## config.mk

```make
export PLATFORM = sky130hd
export DESIGN_NAME = serial_alu
export DESIGN_NICKNAME = d
export VERILOG_FILES = /design/src/rtl/serial_alu.sv
export SDC_FILE = /design/constraint.sdc
export NUM_CORES = 1
export LEC_CHECK = 0
export ABC_AREA = 1
export CAP_MARGIN = 20
export CORE_AREA = 2 2 176 92
export CTS_CLUSTER_DIAMETER = 80
export CTS_CLUSTER_SIZE = 20
export DETAILED_ROUTE_END_ITERATION = 8
export DIE_AREA = 0 0 178 94
export MAX_ROUTING_LAYER = met4
export PLACE_DENSITY_LB_ADDON = 0.15
export SLEW_MARGIN = 20
export SYNTH_ARGS = -nofsm -noshare
export SYNTH_HDL_FRONTEND = slang
export SYNTH_SLANG_ARGS = --single-unit
```

## constraint.sdc

```tcl
create_clock -name clk -period 12.45 [get_ports clk]
set_clock_uncertainty 0.05 [all_clocks]
set_input_delay 2.49 -clock clk [delete_from_list [all_inputs] [get_ports clk]]
set_output_delay 2.49 -clock clk [all_outputs]
set_load 0.05 [all_outputs]
```

## src/rtl/serial_alu.sv

```systemverilog
// Bit-serial ALU: processes one operand bit per clock, LSB first, using the
// same 1-bit slice as the ripple ALU, and reports flags when it reaches DONE.
module serial_alu #(
   parameter int WIDTH = 32
) (
   input  logic             clk,
   input  logic             reset,
   input  logic             start,
   input  logic [WIDTH-1:0] a,
   input  logic [WIDTH-1:0] b,
   input  logic [2:0]       aluOp,
   output logic             busy,
   output logic             done,
   output logic [WIDTH-1:0] result,
   output logic             zero,
   output logic             overflow,
   output logic             carry_out
);

   localparam int CW = (WIDTH > 2) ? $clog2(WIDTH) : 1;

   typedef enum logic [1:0] {
      IDLE = 2'd0,
      RUN  = 2'd1,
      DONE = 2'd2
   } state_t;

   state_t           state, state_next;
   logic [WIDTH-1:0] a_q, b_q, acc, acc_next, final_res;
   logic [2:0]       op_q;
   logic             carry;
   logic [CW-1:0]    cnt;
   logic             last;

   logic a_i, b_i, bx, and_t, or_t, nor_t, sum_t, c_next, sel_bit, set_v;

   // One slice of the ripple ALU, evaluated on bit[cnt] of the latched operands.
   always_comb begin
      a_i     = a_q[cnt];
      b_i     = b_q[cnt];
      bx      = b_i ^ op_q[2];
      and_t   = a_i & bx;
      or_t    = a_i | bx;
      nor_t   = ~(a_i | b_i);
      sum_t   = a_i ^ bx ^ carry;
      c_next  = and_t | (carry & (a_i ^ bx));
      last    = (cnt == CW'(WIDTH - 1));
      set_v   = (carry ^ c_next) ^ sum_t;
      sel_bit = 1'b0;
      case (op_q[1:0])
         2'b00:   sel_bit = and_t;
         2'b01:   sel_bit = op_q[2] ? nor_t : or_t;
         2'b10:   sel_bit = sum_t;
         default: sel_bit = 1'b0;
      endcase
      acc_next      = acc;
      acc_next[cnt] = sel_bit;
      final_res     = acc_next;
      // The set value only exists once the MSB slice has been evaluated.
      if (op_q[1:0] == 2'b11)
         final_res[0] = set_v;
   end

   // NOTE: a default for state_next first means every path assigns it, so no latch is inferred.
   always_comb begin
      state_next = state;
      case (state)
         IDLE:    if (start) state_next = RUN;
         RUN:     if (last)  state_next = DONE;
         DONE:    state_next = IDLE;
         default: state_next = IDLE;
      endcase
   end

   // NOTE: all sequential state uses non-blocking assignments so every register samples pre-edge values.
   always_ff @(posedge clk) begin
      if (reset)
         state <= IDLE;
      else
         state <= state_next;
   end

   // Operand latches and accumulator are not reset; they are reloaded on every start.
   always_ff @(posedge clk) begin
      if (reset) begin
         cnt       <= '0;
         result    <= '0;
         overflow  <= 1'b0;
         carry_out <= 1'b0;
      end else begin
         case (state)
            IDLE: begin
               if (start) begin
                  a_q   <= a;
                  b_q   <= b;
                  op_q  <= aluOp;
                  carry <= aluOp[2];
                  cnt   <= '0;
                  acc   <= '0;
               end
            end
            RUN: begin
               acc   <= acc_next;
               carry <= c_next;
               cnt   <= cnt + CW'(1);
               if (last) begin
                  result    <= final_res;
                  overflow  <= carry ^ c_next;
                  carry_out <= c_next;
               end
            end
            default: ;
         endcase
      end
   end

   assign busy = (state == RUN);
   assign done = (state == DONE);
   assign zero = ~|result;

endmodule

```

==> impl_summary.md, run 1 <==
STA
The final worst-path cycle share is 40.2%. Setup violations remaining at the end of the flow were counted as 0. For the pin with the worst max-slew slack, the measured transition is 1.04 ns. The maximum frequency from static timing analysis is 200 MHz. The count of final max-slew check failures is 0. Setup repair after global routing left no endpoint under its margin.

The final hold violation count is 0. The remaining max-slew budget at the tightest pin is 30.9%. The setup TNS after final layout is 0 ns. The post-layout minimum cycle time is 5.01 ns.

Route
Dividing the detail-routed wire length by the instance count gives 16.3 um. For this block, the initial DRC count from the detailed router was 544. In this run the remaining antenna-violating nets after routing total 0. The final layout contains routed wiring with a total length of 16300 um. The number of optimization iterations in the first detailed-route pass is 5. In the routed design, unresolved DRC markers number 0. The detailed router placed 5017 vias in this run. After detailed routing, the number of vias per cell comes to 5.01.

Finish
The area taken by multi-input logic gates is 0.00208 sq mm. After the last flow step, the layout net total stands at 863. Leaving out fill and tap cells, the most frequent cell in the layout is sky130_fd_sc_hd__nand2_1. 0 antenna diodes ended up in the layout. The layout filler cell count is 1349. For this run, the share of the core covered by cells in the final layout is 53.9%.

The area growth from synthesis to final layout is 28.0%. The sequential cell area in the final layout is 0.00382 sq mm. Cells with a size suffix above 1 make up 7.28% of the layout.

Leaving out fill and tap cells, the most frequent cells in the layout are sky130_fd_sc_hd__nand2_1, sky130_fd_sc_hd__clkdlybuf4s50_1, sky130_fd_sc_hd__edfxtp_1, sky130_fd_sc_hd__nor2_1, sky130_fd_sc_hd__inv_1.

Critical path
The worst stage delay on the critical path is 0.96 ns. Along the worst path, the maximum fanout reaches 14. The family of cells with the greatest summed delay on the critical path is buffers and inverters. The type of the setup path with the least slack is flip-flop to primary output. Traced cell by cell, the critical path runs through inv_1 > nor2_1 > clkdlybuf4s50_1. The endpoint type of the worst setup path is a primary output. For flop-to-flop paths, the worst setup slack is 7.79 ns.

Together, buffers and inverters on the worst path number 2. The worst endpoint data arrival time is 2.47 ns. STA puts the critical path data required time at 9.91 ns. Among all stages on the critical path, the largest delay is contributed by sky130_fd_sc_hd__clkdlybuf4s50_1. The element type at the critical path start is a flip-flop.

Yosys
Among all flip-flop cells after synthesis, the most frequent one is sky130_fd_sc_hd__edfxtp_1. Averaged over all synthesized cells, the footprint is 9.34 sq um. The post-synthesis sequential element count is 141. Summing the sequential cell areas from Yosys gives 60.1% of the chip area. During synthesis, Yosys emitted a total of 0 warnings. The distinct cell type count of the synthesized netlist is 34. Synthesis produced 681 cells.

The async set or reset register ratio after synthesis is 0%. The post-synthesis net count is 760. Yosys mapped a number of flops with a built-in enable equal to 100. The combined area of all synthesized cells is 0.00636 sq mm.

Worst hold path
In this run the worst hold path is classified as flip-flop to flip-flop.

Floorplanning
The area inside the core boundary is 0.0151 sq mm. The floorplan step defined a die boundary enclosing 0.0167 sq mm. Once the floorplan was initialized, standard cells occupied 42.2% of the core. The die extent in x is 178 um. For this design the top-level I/O count stands at 107. After floorplanning, the core was divided into 32 placement rows. From bottom edge to top edge, the die measures 94 um.

CTS
The later-pin clock latency in the skew report is 0.41 ns. CTS built an H-tree with a depth of 4. The clock tree from TritonCTS is built. The number of setup buffers added after CTS is 0. After clock tree synthesis, the clock-pin slew on the worst setup and hold paths is 0.06 ns. The number of gates resized after cts is 0. The clock net sink count is 141. The number of buffers added by the clock tree synthesis step is 17. The buffer type at the clock tree root is sky130_fd_sc_hd__clkbuf_16. Buffers inserted to repair hold after CTS numbered 0.

The clock passes through at most 2 buffers.

Place
Detailed placement ended at an HPWL of 11400 um. The count of buffers added on input and output ports is 106. The final estimated routing congestion in global placement is 0.875.

Global route
The maximum number of pins on one net before global-route repair is 68. The number of antenna violations at the first check in global routing is 0. Global routing consumed, over all layers together, 21.4% of the routing resources.

The number of global-route vias before repair was 4824. The overall overflow remaining after global route is 0. The wire length of the first global-routing pass is 25900 um.

Status
The run finished with clean final reports.

Pwr
For this design the static power due to leakage is 0.00322 uW. IR analysis of the VDD net gives a maximum drop of 0.000104 V. The power after layout is 1140 uW. Dividing total power by cell area gives a power density of 140 mW/mm^2.

Flow run
Max-cap violations in this run came to 0.
path summary, 6_finish.rpt:
| check | from | endpoint | cells past startpoint |
|---|---|---|---|
| worst max-delay path | state[0] | busy | 3 |
| worst min register to register | carry_out | carry_out | 2 |
| worst max register to register | state[0] | carry_out | 8 |
| worst min-delay path | carry_out | carry_out | 2 |
cells in the mapped netlist (9+ instances only):
cell | number | area share (%)
sky130_fd_sc_hd__nand2_1 | 184 | 11
sky130_fd_sc_hd__edfxtp_1 | 100 | 47
sky130_fd_sc_hd__nor2_1 | 76 | 4.5
sky130_fd_sc_hd__inv_1 | 70 | 4.1
sky130_fd_sc_hd__nand3_1 | 54 | 4.2
sky130_fd_sc_hd__dfxtp_1 | 41 | 13
sky130_fd_sc_hd__o21ai_0 | 26 | 2.0
sky130_fd_sc_hd__o21ai_1 | 21 | 1.7
sky130_fd_sc_hd__a21oi_1 | 17 | 1.3
sky130_fd_sc_hd__clkbuf_1 | 12 | 0.71
sky130_fd_sc_hd__buf_6 | 9 | 1.6
final cells by class:
class	instances	share of cell area, %
clock buffers	20	5.89
clock inverters	12	1.51
inverters	77	3.64
multi-input cells	438	25.6
flip-flops and latches	141	47.0
well taps	204	3.14
repair buffers	109	13.3
logic make-up after synthesis:
family / after synthesis / synth area share, %
flip-flops: 141 / 60.1
buffers and inverters: 102 / 7.35
AO/OA/AOI/OAI: 87 / 7.96
AND/OR/NAND/NOR: 341 / 22.4
adder cells (fa/ha/maj): 9 / 2.01
XOR/XNOR: 1 / 0.138
through the flow:
step / worst slack (ns) / area, sq um / hold slack, ns / instances
after floorplan: 6.40 / 6360 / 0.434 / 681
after global placement: 7.75 / 7540 / 0.430 / 969
after detailed placement: 7.62 / 7540 / 0.435 / 969
after CTS: 7.43 / 8140 / 0.446 / 1001
after global routing: 7.20 / 8140 / 0.471 / 1001
final: 7.44 / 8140 / 0.444 / 1001
sequential cells by signal (all words and copies together), names as in the netlist:
| register | flops |
|---|---|
| acc | 32 |
| carry_out | 1 |
| state | 2 |
| overflow | 1 |
| result | 32 |
| op_q | 3 |
| b_q | 32 |
| a_q | 32 |
| carry | 1 |
| cnt | 5 |
worst reg2reg max path, cell delays in order (launching register included):
cell and delay (ns):
sky130_fd_sc_hd__dfxtp_1 0.36, sky130_fd_sc_hd__inv_1 0.05, sky130_fd_sc_hd__nor2_1 0.67, sky130_fd_sc_hd__inv_1 0.74, sky130_fd_sc_hd__nor2_2 0.80, sky130_fd_sc_hd__inv_2 0.43
sky130_fd_sc_hd__nor2_1 0.73, sky130_fd_sc_hd__inv_1 0.49, sky130_fd_sc_hd__o21ai_0 0.26
power by group:
| group | internal, uW | total [uW] | switching (uW) |
|---|---|---|---|
| combinational | 38.8 | 100 | 61.2 |
| sequential | 522 | 529 | 6.83 |
| clock | 304 | 514 | 210 |
| total | 865 | 1140 | 278 |
layer usage:
metal	global-route usage, %	vias to the layer above	share of wire [%]
met2	28.4	172	40
met4	6.42	0	0.94
met1	32.6	2365	53
met3	3.88	15	6.0
met5	-	-	0
li1	-	2465	-
(Power assumes the default switching activity.)
==> inputs of run 2 (changes only) <==
==> constraint.sdc (replaced) <==
create_clock -name clk -period 4.76 [get_ports clk]
set_clock_uncertainty 0.05 [all_clocks]
set_input_delay 0.952 -clock clk [delete_from_list [all_inputs] [get_ports clk]]
set_output_delay 0.952 -clock clk [all_outputs]
set_load 0.05 [all_outputs]
==> run 2 against run 1 <==
Core utilization hardly changed. Flip-flop and latch count stayed put. Cell count is 0.50% higher. Combinational power grew to 2.6 times the previous value. First-iteration DRC count is 11% higher. Sequential share of layout area hardly changed. Critical endpoint is now acc[4]. Largest cell class unchanged.
==> impl_summary.md, run 2 (same netlist as run 1, synthesis figures left out) <==
Critical path
The element type at the critical path start is a flip-flop. The slowest cell on the critical path is sky130_fd_sc_hd__dfxtp_1. The cell count of the worst reg-to-reg path is 20. The worst setup path is of the flip-flop to flip-flop kind. The flop-to-flop setup slack is 1.12 ns. The cell that appears most often on the critical path is sky130_fd_sc_hd__nand2_1.

On the critical path the largest part of the delay comes from simple AND/OR/NAND/NOR gates. STA puts the critical path data required time at 4.83 ns. Counting both buffers and inverters, the worst setup path holds a total of 4. The worst endpoint data arrival time is 3.70 ns.

The worst stage delay on the critical path is 0.57 ns. In this run the critical register-to-register path is captured at acc[4]. The worst setup path is captured at a flip-flop. The signal on the critical path passes through buf_4 > inv_8 > nand2_1 > nand2_1 > nand2_1 > nand2_1 > nand2_1 > nand2_1 > nor2_1 > nand3_1 > nand2_1 > inv_1 > fa_1 > nand2_1 > o21ai_0 > nand2_4 > nand2_4 > inv_2 > nand2_1 > a21oi_1. In this run the worst path has a maximum fanout of 37. The worst register-to-register path begins at cnt[0].

STA
The number of setup violations in the final report is 0. In this run the tightest slew margin relative to its limit is 30.5%. The worst path meets setup with 1.12 ns of slack. Setup repair after global routing left no endpoint under its margin.

The post-layout minimum cycle time is 3.64 ns. The final worst-path cycle share is 76.4%. The transition at the pin with the smallest max-transition slack is 1.03 ns. The count of final max-slew check failures came to 0. The final hold violation count is 0. The maximum frequency from static timing analysis is 275 MHz.

For the final routed database, the setup TNS stands at 0 ns.

Finish
The net total in the final layout is 868. The antenna diode instance count is 0. After the flow finishes, the layout carries non-filler instances totaling 1006. Leaving out fill and tap cells, the most frequent cells in the layout are sky130_fd_sc_hd__nand2_1, sky130_fd_sc_hd__clkdlybuf4s50_1, sky130_fd_sc_hd__edfxtp_1, sky130_fd_sc_hd__nor2_1, sky130_fd_sc_hd__inv_1. The area growth from synthesis to layout is 27.9%. The library cell used most frequently in the layout, excluding fill and tap cells, is sky130_fd_sc_hd__nand2_1. Counting the fill cells in the layout gives 1308. Of the cells placed in the final design, the portion with a size suffix greater than 1 is 7.86%.

Route
The total vias in the final route is 5093. The number of DRC violations after detailed-routing iteration 0 is 606. The number of optimization iterations in the first detailed-route pass is 5. The residual antenna-violating net count after detailed routing is 0. After detailed routing, the total wire length is 16100 um.

After detailed routing, the number of remaining DRC violations is 0. The detailed-route vias per instance is 5.06. After detailed routing, the average wire length per cell comes to 16.0 um.

Place
The count of placed standard cells including taps is 974. The placement-stage worst setup slack is 1.13 ns. The number of input and output port buffers inserted is 106.

After legalization and detailed placement, the total HPWL measured 11400 um. The final estimated routing congestion in global placement is 0.806.

CTS
In this run, post-CTS repair resized a total of 0 instances. The clock transition at the registers of the reported paths is 0.06 ns. No sink is reached through more buffers than the 2 on the longest clock path. CTS saw 141 sinks.

For this design, the CTS-stage hold fixing added 0 buffers. In this run the post-CTS setup repair buffer count came out at 0. The clock tree from TritonCTS is built. The number of buffers added by the clock tree synthesis step is 17. The tree is rooted in a sky130_fd_sc_hd__clkbuf_16.

For the worst-skew pair, the clock arrives at the later sink with an insertion delay of 0.42 ns. The number of H-tree levels is 4.

Global route
The maximum number of pins on one net before global-route repair is 68. The number of global-route vias before repair is 4890. The overall overflow remaining after global route is 0. The number of antenna violations at the first check in global routing was 0. The first global-routing pass estimated 25700 um of wire. The global router's overall resource usage is 20.9%.

Pwr
The part of the power in the clock network is 43.7%. The analysis attributes to net switching a power of 723 uW. The internal portion of the total power is 2200 uW. Of the total power, combinational logic draws 8.9%. The sequential share of power is 47.4%.

The power after layout is 2920 uW. The leakage component of the power is 0.00322 uW. In this run switching power makes up 24.8% of total power.

The maximum VDD drop is 0.000248 V. The total power divided by cell area is 359 mW/mm^2.

Worst hold path
The origin of the worst min-delay path is result[0]. The worst-case hold path end point is result[0]. The worst hold path belongs to the class flip-flop to flip-flop. The worst hold path depth is 2.

Floorplanning
The die extent in x is 178 um. The effective utilization at floorplan is 42.2%. The total area inside the core boundary comes to 0.0151 sq mm. During I/O placement, the number of pins put on the boundary was 107. The cell row count is 32. The floorplan step defined a die boundary enclosing 0.0167 sq mm. The die span in y is 94 um.

Flow run
Max-cap violations in this run came to 0.

Status
The flow ran to the end, and the final reports show no timing, DRC or antenna violations.
-- run 2: cell count changes in the layout (fill, tap and decap cells not counted), sizes merged --
cell	previous run	this run
clkinvlp	2	3
buf	3	8
clkbuf	20	18
inv	78	81
clkinv	8	6
-- run 2: through the flow --
| step | hold WS, ns | util [%] | cell area [sq um] |
|---|---|---|---|
| final | 0.437 | 53.9 | 8140 |
| after global routing | 0.454 | 53.9 | 8140 |
| after CTS | 0.432 | 53.9 | 8140 |
| after detailed placement | 0.422 | 50.2 | 7580 |
| after global placement | 0.430 | 50.2 | 7580 |
| after floorplan | 0.434 | - | 6360 |
-- run 2: layer usage --
| layer | track usage [%] | part of all wire (%) | up-vias |
|---|---|---|---|
| met4 | 5.60 | 0.97 | 0 |
| met1 | 31.5 | 51 | 2400 |
| met3 | 4.21 | 8.0 | 16 |
| li1 | - | - | 2471 |
| met5 | - | 0 | - |
| met2 | 28.5 | 40 | 206 |
-- run 2: final cells by class --
cell class / instances / area (sq um) / share of cell area, %
clock inverter: 14 / 131 / 1.61
multi-input combinational: 438 / 2080 / 25.6
tap: 204 / 255 / 3.14
timing repair buffer: 114 / 1120 / 13.8
sequential: 141 / 3820 / 47.0
inverter: 77 / 297 / 3.64
clock buffer: 18 / 429 / 5.27
-- run 2: power by group through the flow --
stage / clock (uW) / sequential, uW / combinational [uW]
2_1_floorplan: 0 / 1400 / 165
6_report: 1280 / 1380 / 261
3_3_place_gp: 0 / 1410 / 253
3_5_place_dp: 0 / 1410 / 260
4_1_cts: 1290 / 1380 / 262
5_1_grt: 1350 / 1390 / 290
-- run 2: worst max-delay path by stage --
| stage | from | end | cells after the start |
|---|---|---|---|
| 2_1_floorplan | reset | a_q[0] | 2 |
| 3_3_place_gp | cnt[0] | acc[13] | 20 |
| 3_5_place_dp | cnt[0] | acc[4] | 20 |
| 4_1_cts | cnt[0] | acc[4] | 20 |
| 5_1_grt | cnt[0] | acc[14] | 21 |
| 6_report | cnt[0] | acc[4] | 20 |
-- run 2: worst min-delay path: cells and delay by family, from the launching register on --
kind | cells | cell delay, ns
AND/OR/NAND/NOR | 1 | 0.06
flip-flops | 1 | 0.32
AO/OA/AOI/OAI | 1 | 0.06
==> inputs of run 3 (changes only) <==
==> constraint.sdc (replaced) <==
create_clock -name clk -period 3.3 [get_ports clk]
set_clock_uncertainty 0.05 [all_clocks]
set_input_delay 0.66 -clock clk [delete_from_list [all_inputs] [get_ports clk]]
set_output_delay 0.66 -clock clk [all_outputs]
set_load 0.05 [all_outputs]
==> run 3 against run 2 <==
Critical endpoint is now zero. Core utilization grew 1.6 points. Largest cell class unchanged. Die area unchanged. Final area increased by 3.0%. Combinational power rose by 60%. First-iteration DRC count down 12%.
==> impl_summary.md, run 3 (same netlist as run 1, synthesis figures left out) <==
Critical path
The slowest cell on the critical path is sky130_fd_sc_hd__clkdlybuf4s50_1. The critical path is of the flip-flop to primary output type. The largest single stage delay on the critical path is 0.81 ns.

Setup slack on the worst reg-to-reg path comes out at 0.25 ns. The startpoint of the worst-slack reg-to-reg timing path is cnt[0]. The capturing element of the worst setup path is zero.

In this design, the largest share of critical-path delay is due to simple AND/OR/NAND/NOR gates. The element type at the critical path start is a flip-flop. The cell count of the worst reg-to-reg path is 21. The buffers plus inverters on the worst setup path is 1. STA puts the critical path data arrival time at 2.45 ns. Walking the worst path, the cells encountered are nor4_1 > nand4_1 > nor2_1 > clkdlybuf4s50_1.

The destination of the worst register-to-register timing path is acc[19]. The origin of the worst setup path is result[3]. The endpoint type of the worst setup path is a primary output. Along the worst path, the maximum fanout reaches 3. The data required time at the worst endpoint is 2.59 ns. Counting buffers and inverters, the worst setup path is 4 cells deep.

Pwr
Sequential cells account for 46.1% of the total power. Internal power comes to 3280 uW. Dividing total power by cell area gives a power density of 516 mW/mm^2.

The portion of total power attributed to combinational logic is 9.6%. The part of the power in the clock network is 44.3%. In this run switching power makes up 24.1% of total power. For this design the total switching power over the nets is 1040 uW. Across the VDD grid, the largest voltage drop is 0.000297 V.

The leakage component of the power is 0.00336 uW.

Place
Port buffering added 106 buffers. The placed wire-length estimate after detailed placement is 12200 um. The placement-stage worst setup slack is 0.102 ns. The final estimated routing congestion in global placement is 0.873.

STA
The post-layout minimum cycle time is 3.16 ns. The final hold violation count was 0. Summed over all failing endpoints, the final setup total negative slack is 0 ns. The remaining max-slew budget at the tightest pin is 58.4%. The worst setup slack after layout is 0.139 ns. The maximum frequency from static timing analysis is 316 MHz. The final worst-path cycle share is 95.8%.

Setup violations remaining at the end of the flow were counted as 0. Setup repair after global routing left no endpoint under its margin. The transition at the pin with the smallest max-transition slack is 0.618 ns. The count of final max-slew check failures is 0.

Route
The detailed router used layers up to and including met4. The routed design has 17300 um of wire. The residual antenna-violating net count after detailed routing is 0.

The detailed-route DRC error count is 0. The routed layout has 5221 vias. The routed design uses 1660 um of met3 wire. The detailed-route vias per instance is 5.09. The routed metal-1 wire length is 8860 um. The number of DRC violations after detailed-routing iteration 0 is 536. The routed design uses 6690 um of met2 wire. The first detailed-routing pass ran for 5 iterations. The average routed wire per standard cell is 16.9 um.

Global route
The wire length of the first global-routing pass is 27000 um. The number of antenna violations at the first check in global routing is 0. The number of global-route vias before repair is 4963. The overall overflow remaining after global route is 0.

The global router's overall resource usage is 22.3%. Entering global routing, the biggest net connects 45 pins.

Finish
Leaving out fill and tap cells, the most frequent cell in the layout is sky130_fd_sc_hd__nand2_1. The final layout contains 888 nets. 0 antenna diodes ended up in the layout. The share of final-layout standard cells stronger than drive strength 1 is 10.3%. The area growth from synthesis to final layout is 31.8%. In the layout the commonest cells are sky130_fd_sc_hd__nand2_1, sky130_fd_sc_hd__clkdlybuf4s50_1, sky130_fd_sc_hd__edfxtp_1, sky130_fd_sc_hd__nor2_1, sky130_fd_sc_hd__inv_1. The layout filler cell count is 1338.

Measured on the finished design, the core utilization comes to 55.5%.

Floorplanning
The die is 178 um wide. The die span in y is 94 um. The area of the die is 0.0167 sq mm. The number of top-level pins is 107.

The effective utilization at floorplan is 42.2%. The region available for standard cell placement spans 0.0151 sq mm. Row generation in the floorplan step produced 32 rows.

CTS
Clock-pin slew was measured on the worst setup and hold paths at 0.07 ns. Counting the buffers created by CTS gives 17. The clock net sink count is 141. TritonCTS built the clock tree. The H-tree was split into 4 levels. The hold buffer count at CTS is 0.

For the worst-skew pair, the clock arrives at the later sink with an insertion delay of 0.42 ns. The tree is rooted in a sky130_fd_sc_hd__clkbuf_16. The longest clock path from root to sink contains 2 buffers.

Flow run
Across the run, the number of max-cap violations was 0.

Worst hold path
The path class of the lowest-slack min-delay path is flip-flop to flip-flop.

Status
The run finished with clean final reports.
-- run 3: timing repair --
item / 4_1_cts / 5_1_grt
endpoints found under the setup margin: 0 / 59
setup buffers: 0 / 1
resized for setup: 0 / 10
-- run 3: worst register-to-register path, cell delays in order (launching register included) --
cell and delay, ns:
sky130_fd_sc_hd__dfxtp_4 0.37, sky130_fd_sc_hd__buf_12 0.16, sky130_fd_sc_hd__inv_12 0.14, sky130_fd_sc_hd__nand2_1 0.10, sky130_fd_sc_hd__nand2_1 0.07, sky130_fd_sc_hd__nand2_1 0.04, sky130_fd_sc_hd__o21ai_0 0.08, sky130_fd_sc_hd__nand2_1 0.06
sky130_fd_sc_hd__nand2_1 0.08, sky130_fd_sc_hd__nor2_2 0.05, sky130_fd_sc_hd__nand2_1 0.05, sky130_fd_sc_hd__nand2_1 0.07, sky130_fd_sc_hd__nand2_1 0.09, sky130_fd_sc_hd__inv_1 0.09, sky130_fd_sc_hd__fa_1 0.49, sky130_fd_sc_hd__nand2_1 0.05
sky130_fd_sc_hd__o21ai_0 0.14, sky130_fd_sc_hd__nand2_4 0.16, sky130_fd_sc_hd__nand2_8 0.17, sky130_fd_sc_hd__nand2_1 0.08, sky130_fd_sc_hd__o21ai_1 0.12, sky130_fd_sc_hd__nor2_1 0.06
-- run 3: cell type report --
| cell class | count | area [sq um] | area share (%) |
|---|---|---|---|
| well taps | 204 | 255 | 3.04 |
| inverters | 77 | 307 | 3.66 |
| repair buffers | 133 | 1310 | 15.6 |
| clock inverters | 12 | 134 | 1.60 |
| flip-flops and latches | 141 | 3830 | 45.7 |
| clock buffers | 20 | 447 | 5.33 |
| multi-input cells | 439 | 2110 | 25.1 |
-- run 3: power groups by stage --
stage          Clock, uW  Sequential, uW  Combinational [uW]
5_1_grt             2010            2000                 460
3_3_place_gp           0            2030                 382
6_report            1920            1990                 417
3_5_place_dp           0            2030                 392
4_1_cts             1920            1990                 397
2_1_floorplan          0            2020                 238
-- run 3: worst min-delay path by stage --
stage / start / end / cells after the start
2_1_floorplan: cnt[4] / cnt[4] / 2
3_3_place_gp: carry_out / carry_out / 2
3_5_place_dp: result[15] / result[15] / 2
4_1_cts: result[8] / result[8] / 2
5_1_grt: result[27] / result[27] / 2
6_report: result[15] / result[15] / 2
-- run 3: stage by stage --
step | std cells | hold slack (ns) | instance area (sq um) | total power, uW
after global placement | 991 | 0.423 | 7730 | 2410
after detailed placement | 991 | 0.441 | 7730 | 2420
after floorplan | 681 | 0.434 | 6360 | 2260
after global routing | 1026 | 0.470 | 8380 | 4470
after CTS | 1023 | 0.451 | 8310 | 4310
final | 1026 | 0.444 | 8380 | 4330
-- run 3: routing by layer --
metal  track usage, %  vias up
met3             4.57       14
met2             28.5      224
met5                -        -
met4             5.33        0
met1             35.2     2474
li1                 -     2509
